--- src/rtl/muc_nbit_seq_pkg.sv ---
// Shared definitions for the muc multiplier family: FSM state encodings and the sign rule.
// Imported by the top and the shift-add datapath.
package muc_nbit_seq_pkg;

    localparam logic [1:0] ST_IDLE = 2'd0;
    localparam logic [1:0] ST_RUN  = 2'd1;
    localparam logic [1:0] ST_DONE = 2'd2;

    // A zero magnitude always carries a positive sign.
    function automatic logic sign_fix(input logic asign, input logic bsign, input logic mag_zero);
        return (asign ^ bsign) & ~mag_zero;
    endfunction

endpackage

--- src/rtl/muc_shift_add_dp.sv ---
// Shift-add datapath: operand/accumulator registers, bit index, adder and result registers.
// Latency: one multiplier bit per step; result registers load on the step that handles bit W-1.
// Backpressure: none locally; load/step come from the controlling FSM.
module muc_shift_add_dp
    import muc_nbit_seq_pkg::*;
#(
    parameter int W     = 8,
    parameter int TRUNC = 2
) (
    input  logic             clk,
    input  logic             rst,
    input  logic             load_i,
    input  logic             step_i,
    input  logic [W-1:0]     a_i,
    input  logic [W-1:0]     b_i,
    input  logic             asign_i,
    input  logic             bsign_i,
    input  logic             approx_i,
    output logic             last_o,
    output logic [2*W-1:0]   m_o,
    output logic             sign_o
);

    localparam int IW = (W > 1) ? $clog2(W) : 1;
    localparam logic [W-1:0] KEEP = ~W'((1 << TRUNC) - 1);

    logic [W-1:0]   a_q, a_d, b_q, b_d;
    logic [2*W-1:0] acc_q, acc_d, acc_add, m_q, m_d;
    logic [IW-1:0]  idx_q, idx_d;
    logic           sa_q, sa_d, sb_q, sb_d, sign_q, sign_d;

    assign last_o  = (idx_q == IW'(W - 1));
    assign acc_add = b_q[idx_q] ? (acc_q + ({{W{1'b0}}, a_q} << idx_q)) : acc_q;

    always_comb begin
        a_d    = a_q;
        b_d    = b_q;
        acc_d  = acc_q;
        idx_d  = idx_q;
        sa_d   = sa_q;
        sb_d   = sb_q;
        m_d    = m_q;
        sign_d = sign_q;
        if (load_i) begin
            a_d   = approx_i ? (a_i & KEEP) : a_i;
            b_d   = approx_i ? (b_i & KEEP) : b_i;
            acc_d = '0;
            idx_d = approx_i ? IW'(TRUNC) : '0;
            sa_d  = asign_i;
            sb_d  = bsign_i;
        end else if (step_i) begin
            acc_d = acc_add;
            idx_d = idx_q + 1'b1;
            // Visible result changes only when the final bit has been folded in.
            if (last_o) begin
                m_d    = acc_add;
                sign_d = sign_fix(sa_q, sb_q, acc_add == '0);
            end
        end
    end

    always_ff @(posedge clk or posedge rst) begin
        if (rst) begin
            a_q    <= '0;
            b_q    <= '0;
            acc_q  <= '0;
            idx_q  <= '0;
            sa_q   <= 1'b0;
            sb_q   <= 1'b0;
            m_q    <= '0;
            sign_q <= 1'b0;
        end else begin
            a_q    <= a_d;
            b_q    <= b_d;
            acc_q  <= acc_d;
            idx_q  <= idx_d;
            sa_q   <= sa_d;
            sb_q   <= sb_d;
            m_q    <= m_d;
            sign_q <= sign_d;
        end
    end

    assign m_o    = m_q;
    assign sign_o = sign_q;

endmodule

--- src/rtl/muc_nbit_seq.sv ---
// Iterative sign-magnitude multiplier: FSM and valid/ready handshake around the shift-add datapath.
// Latency: out_valid rises W edges (W-TRUNC in approx mode) after the accept edge.
// Backpressure: result held in DONE until out_ready; in_ready returns the cycle after release.
module muc_nbit_seq
    import muc_nbit_seq_pkg::*;
#(
    parameter int W     = 8,
    parameter int TRUNC = 2
) (
    input  logic             clk,
    input  logic             rst,
    input  logic             in_valid,
    output logic             in_ready,
    input  logic [W-1:0]     a,
    input  logic [W-1:0]     b,
    input  logic             asign,
    input  logic             bsign,
    input  logic             approx_en,
    output logic             out_valid,
    input  logic             out_ready,
    output logic [2*W-1:0]   m,
    output logic             sign
);

    logic [1:0] state_q, state_d;
    logic       load, step, last;

    assign in_ready  = (state_q == ST_IDLE);
    assign out_valid = (state_q == ST_DONE);
    assign load      = in_valid & in_ready;
    assign step      = (state_q == ST_RUN);

    always_comb begin
        state_d = state_q;
        case (state_q)
            ST_IDLE: if (load)      state_d = ST_RUN;
            ST_RUN:  if (last)      state_d = ST_DONE;
            ST_DONE: if (out_ready) state_d = ST_IDLE;
            default:                state_d = ST_IDLE;
        endcase
    end

    always_ff @(posedge clk or posedge rst) begin
        if (rst) state_q <= ST_IDLE;
        else     state_q <= state_d;
    end

    muc_shift_add_dp #(.W(W), .TRUNC(TRUNC)) u_dp (
        .clk      (clk),
        .rst      (rst),
        .load_i   (load),
        .step_i   (step),
        .a_i      (a),
        .b_i      (b),
        .asign_i  (asign),
        .bsign_i  (bsign),
        .approx_i (approx_en),
        .last_o   (last),
        .m_o      (m),
        .sign_o   (sign)
    );

endmodule

--- config.mk ---
export PLATFORM = sky130hd
export DESIGN_NAME = muc_nbit_seq
export DESIGN_NICKNAME = d
export VERILOG_FILES = /design/src/rtl/muc_nbit_seq_pkg.sv /design/src/rtl/muc_shift_add_dp.sv /design/src/rtl/muc_nbit_seq.sv
export SDC_FILE = /design/constraint.sdc
export NUM_CORES = 1
export LEC_CHECK = 0
export CAP_MARGIN = 40
export CORE_MARGIN = 1
export CORE_UTILIZATION = 50
export DETAILED_ROUTE_END_ITERATION = 8
export PLACE_DENSITY = 0.76
export SLEW_MARGIN = 20
export SYNTH_ARGS = -nofsm -noshare
export SYNTH_HDL_FRONTEND = slang
export SYNTH_SLANG_ARGS = --single-unit
--- constraint.sdc ---
create_clock -name clk -period 9.2 [get_ports clk]
set_input_delay 0.92 -clock clk [delete_from_list [all_inputs] [get_ports clk]]
set_output_delay 0.92 -clock clk [all_outputs]
set_load 0.02 [all_outputs]
**After elaboration in Yosys (flattened, before gate mapping)**

Index checks and enable logic that the tools add are counted.

- Magnitude comparators: 1
- Shifts and indexed selects: 1
- Add/subtract/negate cells: 2
- Bitwise operators: 5
- Reductions and logical operators: 5
- Muxes and demuxes: 14
- Equal/unequal tests: 6

Operators with widths:

| kind | count |
|---|---|
| 16-bit two-way mux | 3 |
| 16-bit adder | 1 |
| 16-bit zero test | 1 |
| 8-bit by 3-bit left shift with 16-bit output | 1 |
| 2-bit two-way mux | 6 |
| 3-bit two-way mux | 2 |
| 2-bit by 1-bit inequality test with 1-bit output, second input constant | 3 |
| 2-bit case mux with 3 select lines | 1 |
| 3-bit AND reduction | 2 |
| 3-bit by 4-bit less-than comparator with 1-bit output, second input constant | 1 |
| 3-bit by 1-bit adder with 3-bit output, second input constant | 1 |
| 1-bit binary-select mux with 3-bit select | 1 |
| 3-bit == test, second input constant | 1 |
| 1-bit bitwise AND | 2 |
| 2-bit by 1-bit == test with 1-bit output, second input constant | 1 |
| 2-bit == test, second input constant | 1 |
| 2-bit zero test | 1 |
| 1-bit NOT | 2 |
| 2-bit nonzero test | 1 |
| 1-bit two-way mux | 1 |
| 1-bit XOR | 1 |

- Word-level logic and storage cells: 43
- Register bits after elaboration: 56
- Input port bits: 23
- Output and inout port bits: 19

**Logic depth before layout (Yosys ltp)**

Gate-level depths: netlist of the first run.

- Depth in word-level cells: 6
- Depth in mapped cells: 13
- Gate-level depth less buffers: 13

**Cells and area by module**

From an unflattened synthesis of the first run, not the netlist that was laid out.

- Cells, all modules: 357
- Area total of the unflattened synthesis: 3,450.8 µm²

Modules (own cells, without submodules):

| module | area each (µm²) | seq. area each (µm²) | times used | cells each |
|---|---|---|---|---|
| muc_shift_add_dp | 3,344.5 | 1,351.3 | 1 | 345 |
| muc_nbit_seq | 106.4 | 50.0 | 1 | 12 |

**Worst setup path after synthesis of the first run**

No wires, ideal clock.

- Path type: reg-to-reg
- Start: reg u_dp.idx_q[0]
- End: reg u_dp.sign_q (netlist: u_dp.sign_o)
- Path slack: 5,658 ps
- Arrival: 3,411 ps
- Buffers on the path: 1
- Library setup time: 131 ps
- Required time: 9,069 ps
- Cell stages (with the launch flop): 13
- Clock period less this slack: 3,542 ps
- Cell sequence: dfrtp_1 > clkbuf_1 > mux2_2 > o21ai_0 > nor2_1 > ha_1 > a211o_1 > a211o_1 > a31oi_4 > xnor2_1 > or4_4 > o31ai_2 > a31oi_1

- Cells in the longest elaborated chain, start to end: 6
- Elaborated cells between the ends (all ways): 10
- Those cells by class: 1 x add/sub; 1 x eq/ne; 1 x shift; 3 x mux; 2 x bitwise; 2 x reduce/logical

RTL lines:

| what | line | source |
|---|---|---|
| from (decl) | muc_shift_add_dp.sv:29 | `logic [IW-1:0] idx_q, idx_d;` |
| from (signal assigned) | muc_shift_add_dp.sv:76 | `idx_q <= idx_d;` |
| 8-bit by 3-bit left shift with 16-bit output or 1-bit binary-select mux with 3-bit select (tied branches) | muc_shift_add_dp.sv:33 | `assign acc_add = b_q[idx_q] ? (acc_q + ({{W{1'b0}}, a_q} << idx_q)) : acc_q;` |
| 16-bit adder or 1-bit two-way mux (tied branches) | muc_shift_add_dp.sv:33 |  |
| 16-bit two-way mux | muc_shift_add_dp.sv:33 |  |
| 16-bit zero test | muc_shift_add_dp.sv:57 | `sign_d = sign_fix(sa_q, sb_q, acc_add == '0);` |
| 1-bit NOT | muc_nbit_seq_pkg.sv:11 | `return (asign ^ bsign) & ~mag_zero;` |
| 1-bit bitwise AND | muc_nbit_seq_pkg.sv:11 |  |
| to (signal assigned) | muc_shift_add_dp.sv:80 | `sign_q <= sign_d;` |
| to (decl) | muc_shift_add_dp.sv:30 | `logic sa_q, sa_d, sb_q, sb_d, sign_q, sign_d;` |

Parallel ways exist; a longest one is shown, timed or not. The select of a mux whose other input is x is not followed.
A chain may end at the register's enable or synchronous reset.

**Worst setup path after layout of the first run**

Ends and elaborated chain as after synthesis.

==> impl_metrics.ini, run 1 <==
[worst_setup_path]
required_ns = 9.39
critPathArrivalTime_ns = 3.95
end_kind = flip-flop
critPathMaxFanout = 14
start_kind = flip-flop
critical_path_class = flip-flop to flip-flop

[synth]
ys_top_cells_by_area = dfrtp_1 (40%), nand2_1 (8.9%), ha_1 (6.0%)
async_flop_share = 1.00
synth_cells = 399
synth_area_per_cell_um2 = 8.86
yosysWarningCount = 0
yosys-top-cells-count = nand2_1 (84), dfrtp_1 (56), o21ai_0 (42), nor2_1 (21), mux2i_1 (18)
synth_top_area_frac = 0.397
synth_edf_count = 0
syn-cell-area_um2 = 3530
ys_seq_area_frac = 0.397
yosysMostFrequentCell = nand2_1
synthesis.nets = 440
dominantRegCellSynth = dfrtp_1
ys_seq_elements = 56
synth_cell_types = 53
yosysTopAreaCell = dfrtp_1

[timing]
fmax_ghz = 0.266
timing.hold.ws_ns = 0.484
fin_worst_skew_ns = 0.0120
setup_tns_ns = 0
rsz0062_at_grt = false
setup_viol = 0
hold_viol_final = 0
tightest_slew_ns = 0.682
period_minus_slack_ns = 3.76
fin_crit_sh = 0.409
slew_headroom = 0.545
slew_viol_final = 0

[cells_and_area]
antenna_cells = 0
fin_cells = 533
final-seq-area_um2 = 1400
synthToLayoutAreaGrowth_pct = 17.8
drive_above_1_share = 0.0664
multi_input_area_um2 = 2040
fillers = 592
nets = 477

[global_routing]
grt_usage = 0.242
grt_pass1_vias = 2888
grt_pass1_wl_um = 14100
grt_max_degree = 57
grt_antenna_before_repair = 0
gr-total-overflow = 0

[cts]
root_buffer = clkbuf_8
clk_pin_slew_ns = 0.10
holdBufCountCts = 0
cts_buffers = 5
worstSkewPairLatency_ns = 0.31
h-tree-depth = 2
cts_setup_buffers = 0
cts_sinks = 56
clockBufferDepth = 2
cts_resized = 0
cts_tree = built

[detailed_routing]
drtAntennaViolNets = 0
post-route-drc-count = 0
routed_wl_um = 8070
vias_per_cell = 5.73
firstDrtPassIters = 4
vias = 3053
wire_per_inst_um = 15.1
initialDrtViolationCount = 295

[placement]
placed_cells = 525
gp_congestion = 0.948
port_buffers = 41
hpwl_um = 6080

[floorplanning]
rows = 30
fp.dieW_um = 86.1
io_pins = 42
core_um2 = 6790
dieArea_um2 = 7410
die_h_um = 86.1
start_util = 0.520

[worst_hold_path]
hp-class = flip-flop to flip-flop

[outcome]
outcome = completed

[power_and_ir_drop]
p_leak_nw = 1.93
ir_drop_uv = 194
p_per_area_nw_per_um2 = 406

[run]
maxCapViolations = 0
[cell type report]
class / count / share of cell area
clock buffer: 7 / 0.0232
clock inverter: 1 / 0.00722
inverter: 8 / 0.00722
multi-input combinational: 319 / 0.489
sequential: 56 / 0.337
tap: 96 / 0.0289
timing repair buffer: 46 / 0.108
[power by group]
group	total, mW	internal (mW)	leakage, nW	switching, mW
sequential	0.454	0.349	0.729	0.105
combinational	1.06	0.440	1.14	0.624
clock	0.173	0.0961	0.0645	0.0773
total	1.69	0.885	1.93	0.806
[sequential cells by signal, indices dropped and copies added (netlist names)]
signal and flops:
state_q 2, u_dp.a_q 8, u_dp.acc_q 16, u_dp.b_q 8
u_dp.idx_q 3, u_dp.m_o 16, u_dp.sa_q 1, u_dp.sb_q 1
u_dp.sign_o 1
[cell usage in the layout, fill, tap and decap left out, drive strengths merged, types with 5 or more instances in the layout]
master / netlist / routed
nand2: 84 / 84
dfrtp: 56 / 56
o21ai: 43 / 43
clkdlybuf4s50: 0 / 41
nor2: 21 / 21
mux2i: 19 / 19
ha: 17 / 17
nand3: 13 / 13
a21oi: 12 / 12
nand2b: 11 / 11
inv: 8 / 8
nor3: 7 / 7
clkbuf: 13 / 7
o31ai: 7 / 7
a22o: 6 / 6
mux2: 6 / 6
xnor2: 5 / 5
buf: 3 / 5
a21o: 5 / 5
[cells by family after synthesis]
logic type | Yosys count | synth area share
AND/OR/NAND/NOR | 156 | 0.198
flip-flops | 56 | 0.397
XOR/XNOR | 9 | 0.0223
multiplexers | 27 | 0.0868
AO/OA/AOI/OAI | 109 | 0.204
buffers and inverters | 24 | 0.0273
adder cells (fa/ha/maj) | 18 | 0.0659
[metrics by stage]
step                       util  power (mW)  setup slack, ns  instance area [um2]
final                     0.613        1.69             5.44                 4160
after global routing      0.613        1.84             5.19                 4160
after CTS                 0.613        1.69             5.49                 4160
after detailed placement  0.594        1.51             5.52                 4040
after global placement    0.594        1.48             5.62                 4040
after floorplan               -        1.23             5.66                 3530
[final timing paths]
check                      cells past startpoint                       from                         end  slack (ns)
setup reg to reg                              13  u_dp.idx_q[0]$_DFFE_PP0P_     u_dp.sign_o$_DFFE_PP0P_        5.44
min in group asynchronous                      3                        rst  u_dp.acc_q[15]$_DFFE_PP0P_        1.12
setup / recovery                              13  u_dp.idx_q[0]$_DFFE_PP0P_     u_dp.sign_o$_DFFE_PP0P_        5.44
hold / removal                                 2    u_dp.m_o[4]$_DFFE_PP0P_     u_dp.m_o[4]$_DFFE_PP0P_        0.48
hold reg to reg                                2    u_dp.m_o[4]$_DFFE_PP0P_     u_dp.m_o[4]$_DFFE_PP0P_        0.48
max in group asynchronous                      3                        rst   u_dp.acc_q[7]$_DFFE_PP0P_        7.63
[worst max-delay path: stages, from the launching register on]
cell       delay [ns]
dfrtp_1          0.71
mux2_2           0.42
nand2_1          0.08
o21ai_0          0.12
nand2_1          0.10
o21ai_0          0.09
ha_1             0.39
a21o_1           0.22
a2111oi_0        0.38
a21boi_0         0.31
nor3_1           0.13
o31ai_1          0.38
xor2_1           0.23
a31oi_1          0.11
[layer usage]
| metal | wire length (um) | vias up | part of all wire | global-route usage |
|---|---|---|---|---|
| li1 | - | 1507 | - | - |
| met1 | 3790 | 1431 | 0.47 | 0.349 |
| met2 | 3790 | 103 | 0.47 | 0.385 |
| met3 | 380 | 12 | 0.047 | 0.0327 |
| met4 | 115 | 0 | 0.014 | 0.0591 |
| met5 | 0 | - | 0 | 0 |
Note: power is estimated with default switching activity, not from simulation.
==> run 2, diff against run 1 <==
--- a/config.mk
+++ b/config.mk
@@ -9,7 +9,7 @@
 export CORE_MARGIN = 1
 export CORE_UTILIZATION = 50
 export DETAILED_ROUTE_END_ITERATION = 8
-export PLACE_DENSITY = 0.76
+export PLACE_DENSITY = 0.78
 export SLEW_MARGIN = 20
 export SYNTH_ARGS = -nofsm -noshare
 export SYNTH_HDL_FRONTEND = slang
==> constraint.sdc (replaced) <==
create_clock -name clk -period 3.16 [get_ports clk]
set_input_delay 0.316 -clock clk [delete_from_list [all_inputs] [get_ports clk]]
set_output_delay 0.316 -clock clk [all_outputs]
set_load 0.02 [all_outputs]
==> impl_metrics.ini, run 2 (synthesized netlist as in run 1, its figures left out) <==
[outcome]
outcome = finished with violations
failed_checks = setup timing

[power_and_ir_drop]
p_switching_mw = 2.80
clkPwrFrac = 0.080
p_comb_frac = 0.705
power_mw = 6.08
p_per_area_nw_per_um2 = 1260
intPower_mw = 3.29
p_leak_nw = 2.25
ir_drop_uv = 533
switching_share = 0.460
seqPwrFrac = 0.216

[detailed_routing]
routed_wl_um = 9440
initialDrtViolationCount = 210
vias = 3350
drtAntennaViolNets = 0
firstDrtPassIters = 5
vias_per_cell = 5.70
post-route-drc-count = 0
wire_per_inst_um = 16.1

[placement]
placed_cells = 567
hpwl_um = 6900
port_buffers = 41
gp_congestion = 0.949

[worst_setup_path]
critical-path-slowest-cell = dfrtp_2
crit_buf_inv = 4
end_kind = flip-flop
start_kind = flip-flop
reg2regPathDepth = 15
path_cells = mux2_4 > o21ai_4 > nor2_2 > ha_1 > buf_6 > o21ai_1 > o211ai_1 > buf_4 > a21boi_2 > nor3_2 > o31ai_4 > buf_4 > buf_4 > or3_1 > nand3_1
r2r_slack_ns = -0.15
crit_top_cell = buf_4
required_ns = 3.42
critPathArrivalTime_ns = 3.57
reg2reg_to = u_dp.acc_q[15]$_DFFE_PP0P_
timing.rr.start = u_dp.idx_q[0]$_DFFE_PP0P_
critical_path_class = flip-flop to flip-flop
crit_family = compound AO/OA/AOI/OAI gates
critPathMaxStageDelay_ns = 0.50
critPathMaxFanout = 7

[cells_and_area]
nets = 532
final_common_cell = nand2_1
drive_above_1_share = 0.236
layout_common_cells = nand2_1 (84), buf_4 (57), dfrtp_1 (54)
antenna_cells = 0
synthToLayoutAreaGrowth_pct = 36.7
fin_cells = 588
fillers = 505

[cts]
clockBufferDepth = 2
root_buffer = clkbuf_8
cts_tree = built
holdBufCountCts = 0
clk_pin_slew_ns = 0.10
cts_sinks = 56
h-tree-depth = 2
cts_buffers = 5
worstSkewPairLatency_ns = 0.32

[global_routing]
grt_pass1_vias = 3219
grt_max_degree = 36
gr-total-overflow = 0
grt_usage = 0.261
grt_antenna_before_repair = 0
grt_pass1_wl_um = 15000

[timing]
slew_headroom = 0.493
fin_crit_sh = 1.05
rsz0062_at_grt = true
slew_viol_final = 0
fmax_ghz = 0.302
timing.hold.ws_ns = 0.396
tightest_slew_ns = 0.760
period_minus_slack_ns = 3.31
setup_viol = 4
fin_worst_skew_ns = 0.00708
hold_viol_final = 0
worst_slack_ns = -0.148

[floorplanning]
fp.dieW_um = 86.1
start_util = 0.520
core_um2 = 6790
die_h_um = 86.1
io_pins = 42
dieArea_um2 = 7410
rows = 30

[worst_hold_path]
hp-class = input port to asynchronous set/reset pin

[run]
maxCapViolations = 0
## run 2: cell count changes in the layout (fill, tap and decap cells not counted), moves of 5 or more
cell / before / now
buf_4: 5 / 57
mux2_2: 6 / 1
mux2_4: 0 / 5
o21ai_0: 42 / 31
o21ai_1: 1 / 8
## run 2: through the flow
| stage | util | worst slack, ns | area [um2] | setup TNS (ns) |
|---|---|---|---|---|
| floorplan | - | -0.0702 | 3550 | -0.0702 |
| detailed placement | 0.643 | -0.297 | 4370 | -1.28 |
| global placement | 0.643 | -0.263 | 4370 | -0.856 |
| finish | 0.711 | -0.148 | 4830 | -0.296 |
| global route | 0.711 | -0.246 | 4830 | -1.22 |
| CTS | 0.681 | -0.0380 | 4630 | -0.0775 |
## run 2: layout make-up
| class | count | area, um2 | area share |
|---|---|---|---|
| multi-input combinational | 319 | 2280 | 0.472 |
| sequential | 56 | 1400 | 0.291 |
| timing repair buffer | 101 | 881 | 0.182 |
| tap | 96 | 120 | 0.0249 |
| clock buffer | 5 | 68.8 | 0.0142 |
| clock inverter | 3 | 46.3 | 0.00959 |
| inverter | 8 | 30.0 | 0.00622 |
## run 2: worst max-delay path by stage
stage,endpoint,slack [ns],startpoint,cells after the start
finish,u_dp.acc_q[15]$_DFFE_PP0P_,-0.15,u_dp.idx_q[0]$_DFFE_PP0P_,15
global route,u_dp.acc_q[15]$_DFFE_PP0P_,-0.25,u_dp.idx_q[0]$_DFFE_PP0P_,14
CTS,u_dp.sign_o$_DFFE_PP0P_,-0.04,u_dp.idx_q[0]$_DFFE_PP0P_,14
detailed placement,u_dp.sign_o$_DFFE_PP0P_,-0.30,u_dp.idx_q[0]$_DFFE_PP0P_,12
global placement,u_dp.sign_o$_DFFE_PP0P_,-0.26,u_dp.idx_q[0]$_DFFE_PP0P_,12
floorplan,u_dp.sign_o$_DFFE_PP0P_,-0.07,u_dp.idx_q[0]$_DFFE_PP0P_,12
## run 2: power by group through the flow
stage | Clock (mW) | Combinational (mW) | Sequential, mW
2_1_floorplan | 0 | 2.29 | 1.32
3_3_place_gp | 0 | 3.59 | 1.28
3_5_place_dp | 0 | 3.66 | 1.29
4_1_cts | 0.490 | 3.91 | 1.29
5_1_grt | 0.509 | 4.65 | 1.35
6_report | 0.484 | 4.29 | 1.31
## run 2: timing repair
action | CTS | global route
setup buffers | 7 | 7
resized for setup | 25 | 32
setup endpoints to repair | 10 | 13
pin swaps | 15 | 12
## run 2: layer usage
layer  vias to the layer above  wire (um)  track usage
met1                      1605       3780        0.318
li1                       1610          -            -
met2                       105       4940        0.458
met3                        30        363       0.0375
met5                         -          0            0
met4                         0        357        0.118
